--- config.mk ---
export PLATFORM = sky130hd
export DESIGN_NAME = uc_move_asteroides_tiros
export DESIGN_NICKNAME = d
export VERILOG_FILES = /design/src/rtl/uc_move_asteroides_tiros.sv
export SDC_FILE = /design/constraint.sdc
export NUM_CORES = 1
export LEC_CHECK = 0
export BUFFER_PORTS_ARGS = -buffer_cell sky130_fd_sc_hd__buf_2
export CORE_ASPECT_RATIO = 0.6
export CORE_MARGIN = 2
export CORE_UTILIZATION = 25
export CTS_CLUSTER_SIZE = 16
export DETAILED_ROUTE_END_ITERATION = 8
export GPL_TIMING_DRIVEN = 0
export HOLD_SLACK_MARGIN = 0.08
export SLEW_MARGIN = 20
export SYNTH_ARGS = -nofsm -noshare
export SYNTH_HDL_FRONTEND = slang
export SYNTH_SLANG_ARGS = --single-unit
export TNS_END_PERCENT = 100
--- constraint.sdc ---
create_clock -name clock -period 1.7 [get_ports clock]
set_clock_uncertainty 0.15 [all_clocks]
set_input_delay 0.085 -clock clock [delete_from_list [all_inputs] [get_ports clock]]
set_output_delay 0.085 -clock clock [all_outputs]
set_load 0.01 [all_outputs]
--- src/rtl/uc_move_asteroides_tiros.sv ---
// Movement/collision control unit: one pass over every asteroid slot, then every shot slot.
// Optional macro UC_MOVE_DIVISOR_EN: asteroids move only once every DIV_AST passes.
module uc_move_asteroides_tiros #(
  parameter int N_AST   = 8,
  parameter int N_TIRO  = 4,
  parameter int DIV_AST = 4,
  localparam int AW = (N_AST  > 1) ? $clog2(N_AST)  : 1,
  localparam int TW = (N_TIRO > 1) ? $clog2(N_TIRO) : 1
) (
  input  logic          clock,
  input  logic          reset,
  input  logic          iniciar,
  input  logic          vidas,
  input  logic          asteroide_ativo,
  input  logic          tiro_ativo,
  input  logic          colisao_nave,
  input  logic          colisao_tiro,
  input  logic [AW-1:0] tiro_alvo,
  output logic [AW-1:0] addr_asteroide,
  output logic [TW-1:0] addr_tiro,
  output logic          move_asteroide,
  output logic          move_tiro,
  output logic          destroi_asteroide,
  output logic          destroi_tiro,
  output logic          decrementa_vida,
  output logic          fim_movimentacao,
  output logic [3:0]    db_estado
);

  typedef enum logic [3:0] {
    S_INICIAL      = 4'd0,
    S_PREPARA      = 4'd1,
    S_CARREGA_AST  = 4'd2,
    S_MOVE_AST     = 4'd3,
    S_CHECA_NAVE   = 4'd4,
    S_CARREGA_TIRO = 4'd5,
    S_MOVE_TIRO    = 4'd6,
    S_CHECA_TIRO   = 4'd7,
    S_FIM          = 4'd8
  } estado_t;

  estado_t       r_estado;
  estado_t       w_proximo;
  logic [AW-1:0] r_idxA;
  logic [TW-1:0] r_idxT;
  logic          w_moveOk;
  logic          w_ultimoAst;
  logic          w_ultimoTiro;

  assign w_ultimoAst  = (r_idxA == AW'(N_AST - 1));
  assign w_ultimoTiro = (r_idxT == TW'(N_TIRO - 1));

`ifdef UC_MOVE_DIVISOR_EN
  localparam int CW = (DIV_AST > 1) ? $clog2(DIV_AST) : 1;

  logic [CW-1:0] r_contaPasse;
  logic          r_moveOk;

  // Pass counter is sampled in PREPARA, so move_ok stays stable for the whole pass.
  always_ff @(posedge clock or negedge reset) begin
    if (!reset) begin
      r_contaPasse <= '0;
      r_moveOk     <= 1'b0;
    end else if (r_estado == S_PREPARA) begin
      r_moveOk     <= (r_contaPasse == '0);
      r_contaPasse <= (r_contaPasse == CW'(DIV_AST - 1)) ? '0 : r_contaPasse + CW'(1);
    end
  end

  assign w_moveOk = r_moveOk;
`else
  // DIV_AST is at least 1, so asteroids move every pass.
  assign w_moveOk = (DIV_AST > 0);
`endif

  always_ff @(posedge clock or negedge reset) begin
    if (!reset) begin
      r_estado <= S_INICIAL;
    end else begin
      r_estado <= w_proximo;
    end
  end

  always_ff @(posedge clock or negedge reset) begin
    if (!reset) begin
      r_idxA <= '0;
      r_idxT <= '0;
    end else begin
      case (r_estado)
        S_PREPARA: begin
          r_idxA <= '0;
          r_idxT <= '0;
        end
        S_CHECA_NAVE: begin
          if (vidas && !w_ultimoAst) begin
            r_idxA <= r_idxA + AW'(1);
          end
        end
        S_CHECA_TIRO: begin
          if (!w_ultimoTiro) begin
            r_idxT <= r_idxT + TW'(1);
          end
        end
        default: begin
          r_idxA <= r_idxA;
          r_idxT <= r_idxT;
        end
      endcase
    end
  end

  always_comb begin
    w_proximo         = r_estado;
    addr_asteroide    = r_idxA;
    move_asteroide    = 1'b0;
    move_tiro         = 1'b0;
    destroi_asteroide = 1'b0;
    destroi_tiro      = 1'b0;
    decrementa_vida   = 1'b0;
    fim_movimentacao  = 1'b0;
    case (r_estado)
      S_INICIAL: begin
        if (iniciar) begin
          w_proximo = S_PREPARA;
        end
      end
      S_PREPARA: begin
        w_proximo = S_CARREGA_AST;
      end
      S_CARREGA_AST: begin
        w_proximo = S_MOVE_AST;
      end
      S_MOVE_AST: begin
        move_asteroide = asteroide_ativo & w_moveOk;
        w_proximo      = S_CHECA_NAVE;
      end
      S_CHECA_NAVE: begin
        if (asteroide_ativo && colisao_nave) begin
          decrementa_vida   = 1'b1;
          destroi_asteroide = 1'b1;
        end
        if (!vidas) begin
          w_proximo = S_FIM;
        end else if (w_ultimoAst) begin
          w_proximo = S_CARREGA_TIRO;
        end else begin
          w_proximo = S_CARREGA_AST;
        end
      end
      S_CARREGA_TIRO: begin
        w_proximo = S_MOVE_TIRO;
      end
      S_MOVE_TIRO: begin
        move_tiro = tiro_ativo;
        w_proximo = S_CHECA_TIRO;
      end
      S_CHECA_TIRO: begin
        // The asteroid address is borrowed for the shot's target only during a hit.
        if (tiro_ativo && colisao_tiro) begin
          destroi_tiro      = 1'b1;
          destroi_asteroide = 1'b1;
          addr_asteroide    = tiro_alvo;
        end
        w_proximo = w_ultimoTiro ? S_FIM : S_CARREGA_TIRO;
      end
      S_FIM: begin
        fim_movimentacao = 1'b1;
        w_proximo        = S_INICIAL;
      end
      default: begin
        w_proximo = S_INICIAL;
      end
    endcase
  end

  assign addr_tiro = r_idxT;
  assign db_estado = r_estado;

endmodule
==> Word level (Yosys, flattened, before mapping) <==
Cells that the tools add are included.
{ "word_totals": {"ff_bits": 9, "out_inout_bits": 15, "wordCells": 46} }
{ "op_classes": {"n_addsub": 2, "n_eq_ne": 13, "muxes": 19, "n_reduce_logical": 9} }
{ "ops": {"columns": ["cell", "count"], "rows": [
  ["$pmux W4 S8", 1],
  ["$eq A4 B3 Y1 const B", 4],
  ["$mux W3", 4],
  ["$mux W4", 3],
  ["$eq A4 B2 Y1 const B", 2],
  ["$mux W1", 7],
  ["$ne A2 B2 Y1 const B", 3],
  ["$pmux W3 S2", 1],
  ["$eq A4 B1 Y1 const B", 1],
  ["$eq A4 B4 Y1 const B", 1],
  ["$logic_not A4 Y1", 1],
  ["$pmux W2 S2", 1],
  ["$reduce_and A2 Y1", 2],
  ["$reduce_bool A2 Y1", 2],
  ["$add A3 B1 Y3 const B", 1],
  ["$eq A3 B3 Y1 const B", 1],
  ["$logic_and A1 B1 Y1", 3],
  ["$add A2 B1 Y2 const B", 1],
  ["$eq A2 B2 Y1 const B", 1],
  ["$mux W2", 1],
  ["$pmux W1 S2", 1],
  ["$logic_not A1 Y1", 1]
]} }

==> Longest topological paths before layout <==
{ "depth": {"word_depth": 5, "ltp_mapped": 5} }

==> Worst setup path after synthesis <==
OpenSTA, ideal clock, no wires.
{ "synth_timing": {"path_type": "flip-flop to flip-flop", "from": "reg r_idxA[0]", "to": "reg r_idxA[1]", "setup_time_ns": 0.121, "arrival_ns": 1.414, "required_time_ns": 1.429, "path_slack_ns": 0.015, "stages_incl_launch_ff": 6, "synth_period_minus_slack_ns": 1.685, "path_cell_list": "dfrtp_1 ha_1 ha_1 nor4bb_1 o21ai_0 a22o_1"} }
{ "synth_via": {"elab_chain_len": 5, "elab_cells_between_ends": 8, "classes_between": "add/sub: 1; eq/ne: 2; mux: 2; reduce/logical: 3"} }
{ "synth_rtl": {"columns": ["element", "line", "source"], "rows": [
  ["start, declared", "44", "logic [AW-1:0] r_idxA;"],
  ["start signal, assigned", "96", "r_idxA <= r_idxA + AW'(1);"],
  ["start signal, assigned", "105", "r_idxA <= r_idxA;"],
  ["parallel branches: the longest is 5 deep, another holds $add A3 B1 Y3", null, null]
]} }
Several ways; the timed one is not identified. The select of a mux whose other input is x is not followed.
A chain may end at the register's enable or synchronous reset.

==> Final worst setup path <==
{ "layout_timing": {"from": "reg r_estado[3] (netlist: db_estado[3])", "to": "out addr_asteroide[0]"} }
{ "layout_via": {"elab_chain_len": 2} }
{ "layout_rtl": {"columns": ["element", "line", "source"], "rows": [
  ["start, declared", "42", "estado_t r_estado;"],
  ["start signal, assigned", "80", "r_estado <= w_proximo;"],
  ["$eq A4 B3 Y1", "121", "case (r_estado)"],
  ["$mux W3", "121", null],
  ["end, declared", "19", "output logic [AW-1:0] addr_asteroide,"]
]} }
No other way between the ends.

==> qor.yml <==
crit_path_max_fo: 4
die-width_um: 69.4
start_kind: "flip-flop"
synth_edf_count: 0
rows: 14
syn_nets: 82
async_s_r_ff_share_synth_pct: 100
numClockSinks: 9
syn-instance-count: 68
maximum_number_of_pins_on_one_net_before_global_route_repair: 11
synth.area.top_cells: "dfrtp_1 35%, ha_1 5.8%, mux2_2 5.3%"
globalRoute.totalOverflow: 0
first_pass_iteration_count_of_the_detailed_router: 4
cts-buffers-inserted: 3
groute.usage.overall_pct: 12.7
global_route_wire_length_before_repair_mm: 2.93
detailedRoute.firstIterationViolations: 23
leakage_nw: 0.494
timing.critical_path.slowest_stage_cell: "dfrtp_1"
setup_failing_eps_final: 4
vias_per_cell: 4.93
violations: "negative setup slack"
source_to_sink_clock_delay_at_the_later_pin_of_the_worst_skew_pair_ps: 230
worstPathArrival_ps: 1520
timing_worst_setup_path_type: "reg2out"
grt_pass1_vias: 595
route.detailed.wl_per_inst_um: 13.1
clock_tree_from_tritoncts: "done"
dieArea_um2: 3000
initial_standard_cell_utilization_of_the_core_pct: 26.0
placed_cell_area_um2: 807
ys_ff_latch: 9
final_antenna_net_count: 0
setup_crit_end_kind: "primary output"
postLayoutCoreUtil_pct: 41.7
crit_path_max_incr_delay_ps: 390
route.vias.total: 681
placeableCoreArea_um2: 2470
placed_cells_incl_taps: 125
synth.yosys.seq_area_share_pct: 35.1
final.setup.worst_slack_ps: -55.4
fin_area_um2: 1030
max_cap_viol_count: 0
synth_cell_type_count: 34
synth-warning-count: 0
portion_of_synthesized_cell_area_occupied_by_the_leading_cell_type_pct: 35.1
vdd_ir_max_mv: 0.514
worst_pin_slew_ps: 331
antenna_cells_inserted: 0
post-synth-top-count-cell: "dfrtp_1"
min_path_type: "in2async"
wl_mm: 1.81
layout.nets: 121
areaGrowthSynthToFinish_pct: 60.4
outcome: "complete, but fails checks"
max_freq_ghz: 0.570
final-instance-count-excl-fill: 138
fill_cells: 247
cts_htree_levels: 1
drc_errors: 0
synthesis.area_um2: 642
worst_setup_hold_path_clk_slew_ps: 50
clock_path_buffers: 2
period_minus_ws_final_ps: 1760
timing_max_transition_violations_final: 0
place.detailed.hpwl_mm: 1.30
yosys_most_used_dff: "dfrtp_1"
yosys.area.top_type: "dfrtp_1"
power-per-cell-area_nw_per_um2: 1590
floorplan.die.height_um: 43.3
p_total_mw: 1.63
clk_root_buffer_cell: "clkbuf_8"
critical_path.cell_chain: "nand2b_4 -> nor3_4 -> mux2_4 -> buf_6"
worst-endpoint-required_ps: 1460
layout-drive-gt1-share_pct: 49.1
gp_congestion: 0.865
rsz0062_at_grt: "yes"
io_pins: 26
final.period_utilization_pct: 103
slew-limit-headroom_pct: 77.8
hold_violations: 0
post_synth_most_frequent_cells: "9 x dfrtp_1, 6 x nand2_1, 6 x nor2_1"
port-buffer-count: 25
multi_input_area_um2: 445
regArea_um2: 228
grt_antenna_before_repair: 0
synth.avg_cell_area_um2: 9.44
==> final timing paths <==
kind / startpoint / endpoint / slack, ps / depth (start not counted)
hold reg to reg: addr_tiro[0]$_DFFE_PN0P_ / addr_tiro[0]$_DFFE_PN0P_ / 370 / 1
setup / recovery: db_estado[3]$_DFFE_PN0P_ / addr_asteroide[0] / -60 / 4
max in group asynchronous: reset / db_estado[2]$_DFFE_PN0P_ / 1110 / 2
setup reg to reg: r_idxA[0]$_DFFE_PN0P_ / r_idxA[2]$_DFFE_PN0P_ / 0 / 5
min in group clock: tiro_alvo[1] / addr_asteroide[1] / 320 / 3
hold / removal: reset / r_idxA[2]$_DFFE_PN0P_ / 90 / 2
==> metal layers <==
metal / vias to the layer above / track usage [%] / share of wire (%) / wire [µm]
met5: - / 0 / 0 / 0
met4: 0 / 4.31 / 1.7 / 31
met3: 4 / 4.28 / 7.8 / 142
met2: 33 / 18.8 / 41 / 744
met1: 315 / 17.3 / 49 / 894
li1: 329 / - / - / -
==> flip-flops by register name, indices dropped and copies added (netlist names) <==
register,flops
db_estado,4
r_idxA,3
addr_tiro,2
==> repair_timing <==
action                                  4_1_cts  5_1_grt
pin swaps                                     3        1
buffers inserted                              5        2
endpoints found under the hold margin        11        0
hold buffers                                  3        0
gates resized for setup                      15       10
endpoints found under the setup margin        7       12
==> cell families (layout without fill, tap and decap cells) <==
| group | count (synthesis) | after routing | share of synthesized area (%) |
|---|---|---|---|
| and+or+nand+nor | 32 | 32 | 31.6 |
| buffers and inverters | 7 | 45 | 5.65 |
| AOI/OAI and AO/OA | 12 | 12 | 13.5 |
| DFF | 9 | 9 | 35.1 |
| muxes | 5 | 5 | 8.38 |
| adders and majority gates | 3 | 3 | 5.85 |
==> final cells by class <==
class	instances	share of cell area [%]
buffer	3	1.70
clock buffer	4	4.37
tap	32	3.89
sequential	9	22.1
multi-input combinational	52	43.3
inverter	3	1.09
timing repair buffer	35	23.6
==> cells in the final DEF, fill, tap and decap left out, types with 2 or more instances in the layout <==
cell / Yosys / final
dlygate4sd3_1: 0 / 3
nand2_1: 6 / 6
nor3_1: 3 / 2
dfrtp_1: 9 / 7
a22o_1: 2 / 2
nor2_1: 6 / 6
buf_2: 2 / 21
buf_4: 0 / 7
mux2i_1: 2 / 2
a211oi_1: 2 / 2
and2_1: 2 / 2
nor2b_1: 2 / 2
clkbuf_8: 0 / 3
mux2_4: 0 / 3
and3_1: 2 / 2
inv_1: 3 / 3
nor3_4: 1 / 2
buf_6: 1 / 6
dfrtp_2: 0 / 2
==> metrics by stage <==
stage                     hold WS (ps)  setup TNS (ps)  setup slack [ps]
after floorplan                   -361               0              15.2
after global placement            -202            -252              -126
after detailed placement          -196            -341              -173
after CTS                         94.2            -344              -106
after global routing               133            -515              -113
final                             85.8            -187             -55.4
==> power by group <==
group          switching (mW)  internal (mW)  total [mW]  leakage [nW]
clock network          0.0853          0.163       0.249        0.0228
logic                   0.504          0.471       0.975         0.359
registers               0.103          0.306       0.410         0.112
total                   0.692          0.941        1.63         0.494
==> worst max-delay path, delay by kind of cell, from the launching register on <==
family                 cells  cell delay (ps)
flip-flops                 1              390
multiplexers               1              340
buffers and inverters      1              120
AND/OR/NAND/NOR            2              430
Power figures use the tool's default switching activity.
